$ cat config.mk
export PLATFORM = sky130hd
export DESIGN_NAME = coin_acceptor
export DESIGN_NICKNAME = d
export VERILOG_FILES = /design/src/rtl/coin_acceptor.sv
export SDC_FILE = /design/constraint.sdc
export NUM_CORES = 1
export LEC_CHECK = 0
export CORE_UTILIZATION = 50
export CTS_BUF_LIST = sky130_fd_sc_hd__clkbuf_16
export DETAILED_ROUTE_END_ITERATION = 16
export PLACE_DENSITY = 0.73
export SYNTH_ARGS = -nofsm -noshare
export SYNTH_HDL_FRONTEND = slang
export SYNTH_SLANG_ARGS = --single-unit
$ cat constraint.sdc
create_clock -name clk -period 3.2 [get_ports clk]
set_clock_uncertainty 0.2 [all_clocks]
set_input_delay 0.64 -clock clk [delete_from_list [all_inputs] [get_ports clk]]
set_output_delay 0.64 -clock clk [all_outputs]
set_load 0.005 [all_outputs]
$ cat src/rtl/coin_acceptor.sv
// Coin-slot front end: synchronises and debounces the raw coin sensors, classifies
// each insertion into a one-cycle coin code or reject pulse, flags jams, counts coins.
//
// state     | meaning
// IDLE      | slot empty, waiting for a sensor to rise
// DEBOUNCE  | pattern captured, waiting for it to stay stable long enough
// HELD      | coin decided, waiting for the sensors to clear
// RELEASE   | sensors low, waiting for them to stay low long enough
// JAM       | sensor stuck high past the jam limit
module coin_acceptor #(
  parameter int DEBOUNCE_CYCLES = 4,
  parameter int JAM_CYCLES      = 64,
  parameter int CNT_W           = 8
) (
  input  logic             clk,
  input  logic             rst,
  input  logic             sense_a,
  input  logic             sense_b,
  input  logic             accept_en,
  output logic [1:0]       in_code,
  output logic             reject,
  output logic             jam,
  output logic [CNT_W-1:0] coin_count
);

  localparam int TW = $clog2(JAM_CYCLES + 1);

  typedef enum logic [2:0] {
    S_IDLE,
    S_DEBOUNCE,
    S_HELD,
    S_RELEASE,
    S_JAM
  } state_t;

  state_t        state, state_nxt;
  logic [1:0]    sync1, sync2;
  logic [1:0]    pat;
  logic [1:0]    cap, cap_nxt;
  logic [TW-1:0] cnt, cnt_nxt;
  logic [1:0]    code_nxt;
  logic          rej_nxt;
  logic          jam_nxt;
  logic          count_inc;
  logic          deb_done;
  logic          jam_done;

  // Two-flop synchroniser per sensor line; bit 1 is sensor B, bit 0 is sensor A.
  always_ff @(posedge clk or negedge rst) begin
    if (!rst) begin
      sync1 <= 2'b00;
      sync2 <= 2'b00;
    end else begin
      sync1 <= {sense_b, sense_a};
      sync2 <= sync1;
    end
  end

  assign pat      = sync2;
  assign deb_done = (cnt == TW'(DEBOUNCE_CYCLES - 1));
  assign jam_done = (cnt == TW'(JAM_CYCLES - 1));

  always_ff @(posedge clk or negedge rst) begin
    if (!rst) begin
      state      <= S_RELEASE;
      cnt        <= '0;
      cap        <= 2'b00;
      in_code    <= 2'b00;
      reject     <= 1'b0;
      jam        <= 1'b0;
      coin_count <= '0;
    end else begin
      state   <= state_nxt;
      cnt     <= cnt_nxt;
      cap     <= cap_nxt;
      in_code <= code_nxt;
      reject  <= rej_nxt;
      jam     <= jam_nxt;
      if (count_inc && (coin_count != {CNT_W{1'b1}}))
        coin_count <= coin_count + CNT_W'(1);
    end
  end

  always_comb begin
    state_nxt = state;
    cnt_nxt   = cnt;
    cap_nxt   = cap;
    code_nxt  = 2'b00;
    rej_nxt   = 1'b0;
    jam_nxt   = jam;
    count_inc = 1'b0;
    case (state)
      S_IDLE: begin
        if (pat != 2'b00) begin
          cap_nxt   = pat;
          cnt_nxt   = '0;
          state_nxt = S_DEBOUNCE;
        end
      end
      S_DEBOUNCE: begin
        if (pat != cap) begin
          cnt_nxt   = '0;
          state_nxt = S_IDLE;
        end else if (deb_done) begin
          cnt_nxt   = '0;
          state_nxt = S_HELD;
          // Both sensors at once is an unknown coin and always goes to the return chute.
          if (accept_en && (cap == 2'b01)) begin
            code_nxt  = 2'b01;
            count_inc = 1'b1;
          end else if (accept_en && (cap == 2'b10)) begin
            code_nxt  = 2'b10;
            count_inc = 1'b1;
          end else begin
            rej_nxt = 1'b1;
          end
        end else begin
          cnt_nxt = cnt + TW'(1);
        end
      end
      S_HELD: begin
        if (pat == 2'b00) begin
          cnt_nxt   = '0;
          state_nxt = S_RELEASE;
        end else if (jam_done) begin
          cnt_nxt   = '0;
          jam_nxt   = 1'b1;
          state_nxt = S_JAM;
        end else begin
          cnt_nxt = cnt + TW'(1);
        end
      end
      S_RELEASE: begin
        if (pat != 2'b00) begin
          cnt_nxt   = '0;
          state_nxt = S_HELD;
        end else if (deb_done) begin
          cnt_nxt   = '0;
          jam_nxt   = 1'b0;
          state_nxt = S_IDLE;
        end else begin
          cnt_nxt = cnt + TW'(1);
        end
      end
      S_JAM: begin
        jam_nxt = 1'b1;
        if (pat == 2'b00) begin
          cnt_nxt   = '0;
          state_nxt = S_RELEASE;
        end
      end
      default: begin
        cnt_nxt   = '0;
        state_nxt = S_RELEASE;
      end
    endcase
  end

endmodule

==> qor.csv, run 1 <==
metric,value,unit
outcome,"finished, final reports clean",
largest net degree at the start of global routing,18,
total leakage power,0.688,nW
CP max stage delay,590,ps
TritonRoute pass-1 iters,4,
HP Start,sync1[0],
fraction of the mapped netlist area in compound gates,11.9,%
adder-cell share of the synthesized area,1.79,%
Worst Tran Pin Value,804,ps
share of synthesized area spent on multiplexers,3.04,%
"Cell Area, Synth",1400,µm²
grt total ovfl,0,
Clock Path Buffers,2,
drc violations,0,
CP Max Fanout,11,
starting density of the core,54.5,%
Critical Path AT,2410,ps
gr usage total,21.7,%
Setup CP Type,reg -> reg,
WP buf/inv,0,
post-synth top area cell,dfrtp_1,
P&R area growth vs syn,16.4,%
Rows,18,
hold buffers post-CTS,0,
initial antenna violation count,0,
Ys Warns,0,
"top cells by area, synth","dfrtp_1, xnor2_1, nand2_1",
CP Launch Point,state[2],
max-cap violations,0,
DIE HEIGHT,54.9,µm
worst reg2reg startpoint,state[2],
clk sinks,28,
cell-internal power,0.000711,W
Seq cells post-synth,28,
DRT iter0 DRCs,11,
CP endpoint kind,flip-flop,
post-route setup slack,737,ps
Placement Setup Slack,836,ps
"Max stage delay cell, worst path",nor4_1,
Post-synth ARST share,100,%
post-CTS sizing,0,
distinct cell type count after synthesis,42,
DR WL/cell,15.1,µm
Synthesized Nets,133,
Net Sw Power,0.000320,W
Slew HR,46.0,%
Clk pwr share,26.8,%
Vias,1001,
first-pass GRT wire length,4350,µm
Post-synth EDFFs,0,
"reg-to-reg slack, setup",740,ps
Finish-stage setup viols,0,
"Setup Fix Bufs, Post-CTS",0,
Mapped Cells,126,
share of the synthesized area in the top cell type,46.5,%
worst hold path class,reg -> reg,
ANT cells,0,
gpl congestion,0.861,
setup TNS,0,ps
core area,2570,µm²
Slew Limit Fails,0,
combinational family with the most area after synthesis,simple AND/OR/NAND/NOR gates,
Synth Area in Simple Gates,20.7,%
post-DP HPWL,1860,µm
"Seq/Total Area, Yosys",50.3,%
layout cells sized above 1,12.8,%
ANT nets after route,0,
clock root cell,clkbuf_16,
Final Critical Period,2460,ps
CP Launch Type,flip-flop,
Clock transition at path regs,60,ps
CTS Buf Count,3,
family with the most delay on the worst path,simple AND/OR/NAND/NOR gates,
drt via density,5.85,
TritonCTS clock tree,done,
final WL,2590,µm
fmax,0.406,GHz
CP cell instances,nand2b_4 -> nor4_1 -> o2111a_1 -> mux2_2,
final core utilization,63.4,%
Post-Synth XOR/XNOR Area,8.14,%
Switching Share,31.0,%
Hold Fails Final Rpt,0,
CP required,3150,ps
final hold slack,157,ps
H-tree Lvls,1,
unrepaired setup endpoints after global routing,false,
NumNets Final,150,
peak supply drop,0.000485,V
period utilization,77.0,%
Sequential Power Share,45.4,%
DIE AREA,3010,µm²
ys flop type,dfrtp_1,
Comb power frac,27.8,%
IO Port Bufs,16,
Die Wd,54.9,µm
Top Ports,17,
syn avg cell area,11.1,µm²
Clock Latency Late Sink,260,ps
power density cells,634,nW/µm²
vias in the first global route,942,
## cells in the final DEF (no fill, tap or decap), drive strengths merged, types with 3 or more instances in the layout
master / count
a22o: 3
clkdlybuf4s50: 16
clkbuf: 3
nor3: 4
xor2: 4
xnor2: 9
nor2: 7
dfrtp: 26
nand4: 4
nand3: 4
nand2: 15
a21oi: 3
## synthesized netlist by cell type (2+ instances only)
| cell | instances |
|---|---|
| a21o_2 | 2 |
| a21oi_1 | 3 |
| a22o_1 | 3 |
| a31oi_1 | 2 |
| and3_1 | 2 |
| buf_4 | 2 |
| buf_6 | 2 |
| dfrtp_1 | 26 |
| dfstp_2 | 2 |
| ha_1 | 2 |
| inv_1 | 2 |
| mux2_2 | 2 |
| mux2i_1 | 2 |
| nand2_1 | 15 |
| nand3_1 | 4 |
| nand4_1 | 4 |
| nor2_1 | 6 |
| nor3_1 | 4 |
| nor3b_1 | 2 |
| nor4_1 | 2 |
| o21a_1 | 2 |
| o21ai_0 | 2 |
| or2_2 | 2 |
| or3_1 | 2 |
| xnor2_1 | 9 |
| xor2_1 | 4 |
## path summary, 6_finish.rpt
kind,end,cells past startpoint
max,coin_count[1],4
min,pat[0],0
max reg2reg,coin_count[1],4
min reg2reg,pat[0],0
max in group asynchronous,in_code[1],2
min in group asynchronous,state[2],1
## power by group through the flow
stage               Clock [W]  Sequential [W]  Combinational [W]
floorplan                   0        0.000438           0.000274
global placement            0        0.000469           0.000276
detailed placement          0        0.000473           0.000282
CTS                  0.000281        0.000467           0.000287
global route         0.000300        0.000479           0.000320
finish               0.000277        0.000468           0.000287
## cell type report
cell class / instances / area [µm²]
clock buffers: 3 / 75.1
fillers: 211 / 940
inverters: 2 / 7.51
multi-input cells: 91 / 637
flip-flops and latches: 28 / 703
well taps: 30 / 37.5
repair buffers: 17 / 168
## cells by family after synthesis
| family | count (synthesis) |
|---|---|
| and+or+nand+nor | 51 |
| DFF | 28 |
| AOI/OAI and AO/OA | 21 |
| xor gates and xnor gates | 13 |
| buffers and inverters | 7 |
| muxes | 4 |
| adders and majority gates | 2 |
## registers in the layout, indices dropped and copies added (netlist names), 2 cells and up
register	count
sync1	2
cap	2
cnt	7
in_code	2
state	3
pat	2
coin_count	8
## per-stage QoR
stage               instance area (µm²)  std cells  power (W)
floorplan                          1400        126   0.000712
global route                       1630        171    0.00110
detailed placement                 1550        168   0.000755
finish                             1630        171    0.00103
CTS                                1630        171    0.00104
global placement                   1550        168   0.000745
## routing by layer
layer / routed length, µm / global-route usage [%] / vias up
met5: 0 / 0 / -
met4: 68 / 14.6 / 0
met1: 1200 / 28.8 / 482
li1: - / - / 484
met2: 1220 / 31.7 / 28
met3: 91 / 4.64 / 7
Note: power is estimated with default switching activity, not from simulation.
==> inputs of run 2 (changes only) <==
--- a/config.mk
+++ b/config.mk
@@ -5,10 +5,10 @@
 export SDC_FILE = /design/constraint.sdc
 export NUM_CORES = 1
 export LEC_CHECK = 0
-export CORE_UTILIZATION = 50
+export CORE_UTILIZATION = 49
 export CTS_BUF_LIST = sky130_fd_sc_hd__clkbuf_16
 export DETAILED_ROUTE_END_ITERATION = 16
-export PLACE_DENSITY = 0.73
+export PLACE_DENSITY = 0.74
 export SYNTH_ARGS = -nofsm -noshare
 export SYNTH_HDL_FRONTEND = slang
 export SYNTH_SLANG_ARGS = --single-unit
==> constraint.sdc (replaced) <==
create_clock -name clk -period 2.2 [get_ports clk]
set_clock_uncertainty 0.2 [all_clocks]
set_input_delay 0.44 -clock clk [delete_from_list [all_inputs] [get_ports clk]]
set_output_delay 0.44 -clock clk [all_outputs]
set_load 0.005 [all_outputs]
==> qor.csv, run 2 (synthesis gave the netlist of run 1 again) <==
metric,value,unit,change
outcome,"complete, but fails checks",,"was finished, final reports clean"
failing checks,negative setup slack,,
TritonRoute pass-1 iters,4,,unchanged
Setup CP Type,reg -> reg,,unchanged
cell-internal power,0.00127,W,was 0.000711 W
DIE AREA,3070,µm²,was 3010 µm²
final WL,3040,µm,was 2590 µm
Clk pwr share,29.7,%,was 26.8%
ANT cells,0,,unchanged
Clock transition at path regs,70,ps,was 60 ps
# fillers,201,,was 211
vias in the first global route,1104,,was 942
CTS Buf Count,3,,unchanged
gr usage total,20.5,%,was 21.7%
Critical Path AT,2160,ps,was 2410 ps
post-route setup slack,-1.62,ps,was 737 ps
clk sinks,28,,unchanged
peak supply drop,0.000669,V,was 0.000485 V
Final Critical Period,2200,ps,was 2460 ps
drc violations,0,,unchanged
H-tree Lvls,1,,unchanged
first-pass GRT wire length,4870,µm,was 4350 µm
"commonest cells after routing, fill and taps aside","dfrtp_1, buf_4, clkdlybuf4s50_1",,"was dfrtp_1, clkdlybuf4s50_1, nand2_1"
P&R area growth vs syn,33.3,%,was 16.4%
total leakage power,0.818,nW,was 0.688 nW
Top Ports,17,,unchanged
DIE HEIGHT,55.4,µm,was 54.9 µm
Finish-stage setup viols,1,,was 0
CP Launch Type,flip-flop,,unchanged
Slew HR,51.9,%,was 46.0%
ANT nets after route,0,,unchanged
TritonCTS clock tree,done,,unchanged
"most common cell after layout, fill and taps aside",dfrtp_1,,unchanged
NumNets Final,172,,was 150
Clock Path Buffers,2,,unchanged
Die Wd,55.4,µm,was 54.9 µm
Placement Setup Slack,0.807,ps,was 836 ps
CP endpoint kind,flip-flop,,unchanged
Vias,1132,,was 1001
DRT iter0 DRCs,30,,was 11
largest net degree at the start of global routing,29,,was 18
Rows,19,,was 18
fmax,0.454,GHz,was 0.406 GHz
Switching Share,29.8,%,was 31.0%
unrepaired setup endpoints after global routing,true,,was false
Net Sw Power,0.000542,W,was 0.000320 W
CP required,2150,ps,was 3150 ps
CP Max Fanout,5,,was 11
power density cells,975,nW/µm²,was 634 nW/µm²
post-DP HPWL,2070,µm,was 1860 µm
layout cells sized above 1,26.8,%,was 12.8%
Hold Fails Final Rpt,0,,unchanged
DR WL/cell,15.6,µm,was 15.1 µm
gpl congestion,0.897,,was 0.861
final core utilization,68.2,%,was 63.4%
Comb power frac,34.7,%,was 27.8%
Worst Tran Pin Value,716,ps,was 804 ps
design area,1860,µm²,was 1630 µm²
Slew Limit Fails,0,,unchanged
core area,2730,µm²,was 2570 µm²
Top reg by flops,coin_count,,unchanged
Largest regs,"coin_count (8), cnt (7), state (3)",,unchanged
drt via density,5.81,,was 5.85
grt total ovfl,0,,unchanged
total power,0.00182,W,was 0.00103 W
max-cap violations,0,,unchanged
IO Port Bufs,16,,unchanged
max reg flops,8,,unchanged
Sequential Power Share,35.6,%,was 45.4%
worst hold path class,reg -> reg,,unchanged
initial antenna violation count,0,,unchanged
period utilization,100,%,was 77.0%
DP Area,1700,µm²,was 1550 µm²
starting density of the core,51.2,%,was 54.5%
clock root cell,clkbuf_16,,unchanged
Clock Latency Late Sink,270,ps,was 260 ps
run 2: cell count changes in the layout (fill, tap and decap cells not counted):
cell / before / now
bufinv_16: 0 / 1
nor3_2: 0 / 1
o2111a_2: 0 / 1
nor3_1: 4 / 3
o2111a_1: 1 / 0
a221oi_1: 1 / 0
o221ai_4: 0 / 1
buf_4: 1 / 22
a221oi_2: 0 / 1
o211ai_2: 1 / 0
o211ai_4: 0 / 1
run 2: worst paths after layout:
path | from | to | slack [ps] | cells after the start
setup / recovery | cnt[0] | cnt[0] | -2 | 6
hold / removal | sync1[0] | pat[0] | 160 | 0
setup reg to reg | cnt[0] | cnt[0] | -2 | 6
hold reg to reg | sync1[0] | pat[0] | 160 | 0
max in group asynchronous | rst | state[0] | 1160 | 2
min in group asynchronous | rst | in_code[0] | 340 | 2
run 2: power by group through the flow:
stage / clock network [W] / registers (W) / logic, W
6_report: 0.000540 / 0.000647 / 0.000630
3_3_place_gp: 0 / 0.000649 / 0.000547
2_1_floorplan: 0 / 0.000637 / 0.000398
3_5_place_dp: 0 / 0.000654 / 0.000567
4_1_cts: 0.000548 / 0.000646 / 0.000586
5_1_grt: 0.000567 / 0.000657 / 0.000678
run 2: routing by layer:
| layer | global-route usage, % | wire [µm] |
|---|---|---|
| met1 | 26.1 | 1350 |
| met2 | 32.9 | 1510 |
| met3 | 4.22 | 118 |
| met4 | 11.1 | 65 |
| met5 | 0 | 0 |
run 2: layout make-up:
cell class | instances | area, µm² | area share [%]
clock buffer | 3 | 75.1 | 4.03
sequential | 28 | 703 | 37.7
inverter | 2 | 7.51 | 0.403
clock inverter | 1 | 30.0 | 1.61
tap | 31 | 38.8 | 2.08
multi-input combinational | 92 | 684 | 36.7
timing repair buffer | 38 | 325 | 17.4
run 2: repair_timing:
action	in CTS	in global routing
pin swaps	0	5
hold buffers	0	0
gates cloned	0	1
resized for setup	2	3
endpoints found under the hold margin	0	0
buffers inserted	0	2
endpoints found under the setup margin	2	12
run 2: critical path, stage by stage, from the launching register on:
cell      delay [ps]
dfrtp_1          350
ha_1             170
or4b_4           520
o211ai_4         260
o221ai_4         160
buf_4            170
mux2_2           250
run 2: metrics by stage:
stage / cells / setup TNS [ps] / hold WS [ps]
floorplan: 126 / 0 / -55.6
CTS: 192 / -14.1 / 168
detailed placement: 188 / 0 / 148
finish: 195 / -1.62 / 164
global route: 195 / -714 / 175
global placement: 188 / 0 / 136
